`config.mk`:
```
export PLATFORM = sky130hd
export DESIGN_NAME = button_event_gen_flat
export DESIGN_NICKNAME = d
export VERILOG_FILES = /design/src/rtl/button_event_gen_pkg.sv /design/src/rtl/button_event_gen_if.sv /design/src/rtl/button_event_gen_sat_counter.sv /design/src/rtl/button_event_gen.sv /design/src/flat_wrapper.sv
export SDC_FILE = /design/constraint.sdc
export NUM_CORES = 1
export LEC_CHECK = 0
export CAP_MARGIN = 20
export CORE_MARGIN = 10
export CORE_UTILIZATION = 30
export CTS_CLUSTER_DIAMETER = 80
export CTS_CLUSTER_SIZE = 16
export DETAILED_ROUTE_END_ITERATION = 7
export DONT_BUFFER_PORTS = 1
export GPL_TIMING_DRIVEN = 0
export PLACE_DENSITY = 0.48
export SETUP_SLACK_MARGIN = 0.3
export SLEW_MARGIN = 20
export SYNTH_ARGS = -nofsm -noshare
export SYNTH_HDL_FRONTEND = slang
export SYNTH_HIERARCHICAL = 1
export SYNTH_SLANG_ARGS = --single-unit
```
`constraint.sdc`:
```
create_clock -name clk_1KHz -period 4 [get_ports clk_1KHz]
set_clock_uncertainty 0.05 [all_clocks]
set_input_delay 0.6 -clock clk_1KHz [delete_from_list [all_inputs] [get_ports clk_1KHz]]
set_output_delay 0.6 -clock clk_1KHz [all_outputs]
set_load 0.05 [all_outputs]
```
`src/rtl/button_event_gen_pkg.sv`:
```
// Shared types and default timing for the button event generator.
package btn_evt_pkg;

  typedef enum logic [1:0] {
    IDLE,
    HELD,
    REPEAT
  } btn_state_t;

  localparam int unsigned BTN_CNT_W_DEF           = 16;
  localparam int unsigned BTN_LONG_MS_DEF         = 1000;
  localparam int unsigned BTN_REPEAT_DELAY_MS_DEF = 500;
  localparam int unsigned BTN_REPEAT_RATE_MS_DEF  = 100;

endpackage

```
`src/rtl/button_event_gen_if.sv`:
```
// Debounced level in, UI events and hold duration out.
interface button_event_gen_if #(
  parameter int unsigned CNT_W = 16
);
  logic             debounced_in;
  logic             press_pulse;
  logic             release_pulse;
  logic             long_press_pulse;
  logic             repeat_pulse;
  logic             held;
  logic [CNT_W-1:0] hold_ms;

  modport master (
    output debounced_in,
    input  press_pulse, release_pulse, long_press_pulse, repeat_pulse, held, hold_ms
  );

  modport slave (
    input  debounced_in,
    output press_pulse, release_pulse, long_press_pulse, repeat_pulse, held, hold_ms
  );
endinterface

```
`src/rtl/button_event_gen_sat_counter.sv`:
```
// Saturating up-counter with synchronous clear (clear wins over enable).
module sat_counter #(
  parameter int unsigned W = 16
) (
  input  logic         clk,
  input  logic         rst_n,
  input  logic         clr,
  input  logic         en,
  output logic [W-1:0] cnt
);

  localparam logic [W-1:0] MAX = '1;

  always_ff @(posedge clk or negedge rst_n) begin
    if (!rst_n) begin
      cnt <= '0;
    end else if (clr) begin
      cnt <= '0;
    end else if (en && (cnt != MAX)) begin
      cnt <= cnt + W'(1);
    end
  end

endmodule

```
`src/rtl/button_event_gen.sv`:
```
// Turns a debounced switch level into press/release/long/repeat pulses
// and a saturating hold-duration count, one cycle per ms.
module button_event_gen
  import btn_evt_pkg::*;
#(
  parameter int unsigned CNT_W           = BTN_CNT_W_DEF,
  parameter int unsigned LONG_MS         = BTN_LONG_MS_DEF,
  parameter int unsigned REPEAT_DELAY_MS = BTN_REPEAT_DELAY_MS_DEF,
  parameter int unsigned REPEAT_RATE_MS  = BTN_REPEAT_RATE_MS_DEF,
  parameter bit          REPEAT_EN       = 1'b1
) (
  input  logic               clk_1KHz,
  input  logic               reset_n,
  button_event_gen_if.slave  bus
);

  localparam int unsigned XW = CNT_W + 1;

  btn_state_t       state;
  logic [CNT_W-1:0] hold_cnt;
  logic [CNT_W-1:0] rep_cnt;
  logic             active;
  logic             long_hit;
  logic             rep_hit;

  // Counters run only while held and still pressed; press and release both clear them.
  assign active = (state != IDLE) && bus.debounced_in;

  // Extra bit keeps a saturated count from ever matching LONG_MS again.
  assign long_hit = active && (({1'b0, hold_cnt} + XW'(1)) == XW'(LONG_MS));

  assign rep_hit = REPEAT_EN && active &&
                   (((state == HELD)   && (({1'b0, rep_cnt} + XW'(1)) == XW'(REPEAT_DELAY_MS))) ||
                    ((state == REPEAT) && (({1'b0, rep_cnt} + XW'(1)) == XW'(REPEAT_RATE_MS))));

  sat_counter #(.W(CNT_W)) u_hold_cnt (
    .clk   (clk_1KHz),
    .rst_n (reset_n),
    .clr   (!active),
    .en    (active),
    .cnt   (hold_cnt)
  );

  sat_counter #(.W(CNT_W)) u_rep_cnt (
    .clk   (clk_1KHz),
    .rst_n (reset_n),
    .clr   (!active || rep_hit),
    .en    (active),
    .cnt   (rep_cnt)
  );

  assign bus.hold_ms = hold_cnt;

  always_ff @(posedge clk_1KHz or negedge reset_n) begin
    if (!reset_n) begin
      state                <= IDLE;
      bus.press_pulse      <= 1'b0;
      bus.release_pulse    <= 1'b0;
      bus.long_press_pulse <= 1'b0;
      bus.repeat_pulse     <= 1'b0;
      bus.held             <= 1'b0;
    end else begin
      bus.press_pulse      <= 1'b0;
      bus.release_pulse    <= 1'b0;
      bus.long_press_pulse <= 1'b0;
      bus.repeat_pulse     <= 1'b0;
      case (state)
        IDLE: begin
          if (bus.debounced_in) begin
            state           <= HELD;
            bus.press_pulse <= 1'b1;
            bus.held        <= 1'b1;
          end
        end
        HELD, REPEAT: begin
          if (!bus.debounced_in) begin
            state             <= IDLE;
            bus.release_pulse <= 1'b1;
            bus.held          <= 1'b0;
          end else begin
            bus.long_press_pulse <= long_hit;
            bus.repeat_pulse     <= rep_hit;
            if (rep_hit) begin
              state <= REPEAT;
            end
          end
        end
        default: begin
          state    <= IDLE;
          bus.held <= 1'b0;
        end
      endcase
    end
  end

endmodule

```
`src/flat_wrapper.sv`:
```
// flat-port wrapper written by rule: the top's interface ports become plain ports
module button_event_gen_flat import btn_evt_pkg::*;
#(
  parameter int unsigned CNT_W           = BTN_CNT_W_DEF,
  parameter int unsigned LONG_MS         = BTN_LONG_MS_DEF,
  parameter int unsigned REPEAT_DELAY_MS = BTN_REPEAT_DELAY_MS_DEF,
  parameter int unsigned REPEAT_RATE_MS  = BTN_REPEAT_RATE_MS_DEF,
  parameter bit          REPEAT_EN       = 1'b1
)
  (clk_1KHz, reset_n, bus_debounced_in, bus_press_pulse, bus_release_pulse, bus_long_press_pulse, bus_repeat_pulse, bus_held, bus_hold_ms);
  button_event_gen_if #(.CNT_W(CNT_W)) bus_i ();
  input  logic clk_1KHz;
  input  logic reset_n;
  input wire logic [$bits(bus_i.debounced_in)-1:0] bus_debounced_in;
  output wire logic [$bits(bus_i.press_pulse)-1:0] bus_press_pulse;
  output wire logic [$bits(bus_i.release_pulse)-1:0] bus_release_pulse;
  output wire logic [$bits(bus_i.long_press_pulse)-1:0] bus_long_press_pulse;
  output wire logic [$bits(bus_i.repeat_pulse)-1:0] bus_repeat_pulse;
  output wire logic [$bits(bus_i.held)-1:0] bus_held;
  output wire logic [$bits(bus_i.hold_ms)-1:0] bus_hold_ms;
  assign bus_i.debounced_in = bus_debounced_in;
  assign bus_press_pulse = bus_i.press_pulse;
  assign bus_release_pulse = bus_i.release_pulse;
  assign bus_long_press_pulse = bus_i.long_press_pulse;
  assign bus_repeat_pulse = bus_i.repeat_pulse;
  assign bus_held = bus_i.held;
  assign bus_hold_ms = bus_i.hold_ms;
  button_event_gen #(.CNT_W(CNT_W), .LONG_MS(LONG_MS), .REPEAT_DELAY_MS(REPEAT_DELAY_MS), .REPEAT_RATE_MS(REPEAT_RATE_MS), .REPEAT_EN(REPEAT_EN)) u_core (.clk_1KHz(clk_1KHz), .reset_n(reset_n), .bus(bus_i));
endmodule
```
==> results_dict.tcl <==
set metrics [dict create \
    status "complete, no violations" \
    drt-total-wl_um 6590 \
    slowest_stage "clkbuf_1" \
    yosysTopAreaCell "dfrtp_1" \
    antenna_found_initial 0 \
    irDropWorstVdd_v 0.000119 \
    area_growth_pct 9.37 \
    required_ns 4.09 \
    timing.rr.start "u_core/state[0]" \
    first_iter_violations 59 \
    dp_cells 362 \
    synth.distinct_cells 43 \
    clock_latency_ns 0.29 \
    portBuffers 0 \
    clockBufferDepth 2 \
    internal_power_uw 592 \
    worst_ep_arrival_time_ns 3.12 \
    groute.usage.overall_pct 11.4 \
    grt_pass1_wl_um 11200 \
    top_layer_used "met4" \
    place_congestion 0.774 \
    drv_slew 0 \
    maxCapViolCount 0 \
    drive_gt1_share_pct 12.3 \
    antenna_left 0 \
    p_sw_share_pct 36.6 \
    die_h_um 110 \
    post-cts-setup-buffers 0 \
    hold_viol 0 \
    core-area_um2 7810 \
    seq_area_frac_synth_pct 39.9 \
    vias 2106 \
    hold_path.class "input port to asynchronous set/reset pin" \
    power.density_nw_per_um2 349 \
    ys_ff_latch 39 \
    grt_max_degree 40 \
    p_seq_share_pct 50.9 \
    finalCriticalPeriod_ns 3.02 \
    drc 0 \
    p_clk_share_pct 28.7 \
    wire_per_inst_um 17.8 \
    rsz0062_at_grt "no" \
    cp_max_fo 10 \
    synthFlopType "dfrtp_1" \
    slew_headroom_pct 39.1 \
    via_per_inst 5.68 \
    fmax_ghz 0.331 \
    startpoint "u_core/state[0]" \
    cts_buffers 5 \
    p_comb_share_pct 20.5 \
    start_kind "register" \
    syn-num-nets 268 \
    synthArstFlopShare_pct 100 \
    synth_warnings 6 \
    grt-ovfl-total 0 \
    crit_type "register to register" \
    cts_tree "done" \
    fp.dieW_um 110 \
    cts.sinks 39 \
    wl_met1_um 3220 \
    synth_area_leaders "dfrtp_1 (40%), a21oi_1 (5.1%), o31ai_1 (4.3%), nand4_1 (4.1%), mux2_1 (3.7%)" \
    power.leakage_uw 0.00101 \
    htree_levels 2 \
    fin_crit_sh_pct 75.5 \
    syn_area_per_cell_um2 9.40 \
    max_stage_delay_ns 0.46 \
    start_util_pct 31.3 \
    io-pin-count 24 \
    dpl.hpwl_um 4570 \
    switchingPower_uw 342 \
    cts-resized-gates 0 \
    synth-edff-count 0 \
    synth_common_cells "dfrtp_1 (39), a21oi_1 (25), nand2_1 (17)" \
    setup_tns_ns 0 \
    syn-cell-area_um2 2440 \
    route.met2.wl_um 3050 \
    clk_pin_slew_worst_paths_ns 0.08 \
    placementRows 32 \
    cp_common_cell "clkbuf_1" \
    route.met3.wl_um 264 \
    netlist_instances 260 \
    instances_no_fill 371 \
    nets 276 \
    worst_slew_pin_slew_ns 0.912 \
    diodes 0 \
    first_pass_iters 4 \
    synth.most_common_cell "dfrtp_1" \
    crit_chain "inv_1 -> ha_1 -> or3b_1 -> nor4b_1 -> a2111o_1 -> nand2_2 -> o21ai_0 -> clkbuf_1 -> clkbuf_1 -> a21oi_1" \
    end_kind "register" \
    fp.dieArea_um2 12200 \
    cts-root-buf "clkbuf_8" \
    setup_viol 0 \
    yosysTopAreaCellShare_pct 39.9 \
    n_fill_cell 822 \
    grt_pass1_vias 2039 \
]
[critical path: cells and delay by family (launching register included)]
kind	cells	cell delay (ns)
flip-flops	1	0.42
AO/OA/AOI/OAI	3	0.47
buffers and inverters	3	1.01
AND/OR/NAND/NOR	3	0.74
adder cells (fa/ha/maj)	1	0.18
[cell type report]
class / count / area [µm²] / share of cell area (%)
multi-input cells: 201 / 1380 / 51.5
flip-flops and latches: 39 / 976 / 36.5
well taps: 102 / 128 / 4.78
clock buffers: 7 / 76.3 / 2.86
plain buffers: 10 / 52.6 / 1.97
inverters: 10 / 37.5 / 1.40
repair buffers: 1 / 20.0 / 0.749
clock inverters: 1 / 5.00 / 0.187
[timing repair]
item / 4_1_cts / 5_1_grt
hold buffers: 1 / 0
endpoints found under the setup margin: 0 / 0
endpoints found under the hold margin: 39 / 0
[power by group through the flow]
stage	clock network, µW	logic (µW)	registers, µW
floorplan	0	133	477
global placement	0	181	484
detailed placement	0	182	485
CTS	275	194	476
global route	293	219	479
finish	268	191	475
[metrics by stage]
| stage | instance area [µm²] | total power (µW) | hold slack, ns | utilization (%) | worst slack, ns |
|---|---|---|---|---|---|
| floorplan | 2440 | 610 | 0.254 | - | 1.58 |
| global placement | 2570 | 665 | 0.256 | 32.9 | 1.02 |
| detailed placement | 2570 | 667 | 0.256 | 32.9 | 1.01 |
| CTS | 2670 | 946 | 0.0956 | 34.2 | 0.976 |
| global route | 2670 | 992 | 0.0970 | 34.2 | 0.701 |
| finish | 2670 | 934 | 0.0923 | 34.2 | 0.979 |
[routing by layer]
| layer | vias up | global-route usage, % |
|---|---|---|
| met1 | 1048 | 15.3 |
| met2 | 29 | 17.9 |
| li1 | 1024 | - |
| met5 | - | 0 |
| met3 | 5 | 3.02 |
| met4 | 0 | 2.75 |
[cell usage in the layout (no fill, tap or decap), types with 3 or more instances in the layout]
cell,n
o31ai_1,14
nor3_1,3
o21ai_1,6
or4_1,11
nor2_1,12
o21ai_0,5
mux2_1,8
clkbuf_8,5
and4_2,4
nand2_1,17
ha_1,5
or4_2,4
or3_1,5
dfrtp_1,39
nand4_1,16
clkbuf_1,10
nand3_1,11
nor2b_1,12
inv_1,10
and3_1,5
nor4_1,10
a21oi_1,25
[flip-flops by register name, summed over array words and instances (netlist names)]
signal	count
u_core/state	2
u_core/u_hold_cnt/cnt	16
u_core/bus.release_pulse	1
u_core/u_rep_cnt/cnt	16
u_core/bus.held	1
u_core/bus.press_pulse	1
u_core/bus.long_press_pulse	1
u_core/bus.repeat_pulse	1
[path summary, 6_finish.rpt]
check / end / slack, ns / depth (start not counted)
max: u_core/u_rep_cnt/cnt[2] / 0.98 / 10
min: u_core/bus.press_pulse / 0.09 / 1
max reg2reg: u_core/u_rep_cnt/cnt[2] / 0.98 / 10
min reg2reg: u_core/state[1] / 0.52 / 2
max in group asynchronous: u_core/u_rep_cnt/cnt[1] / 3.60 / 1
min in group clk_1KHz: u_core/bus.release_pulse / 0.31 / 1
[logic make-up after synthesis]
kind of cell	synth area share [%]
flops	39.9
simple gates	32.6
compound gates	16.2
buf+inv	3.69
mux	4.97
fa+ha+maj	2.56
(Power assumes the default switching activity.)
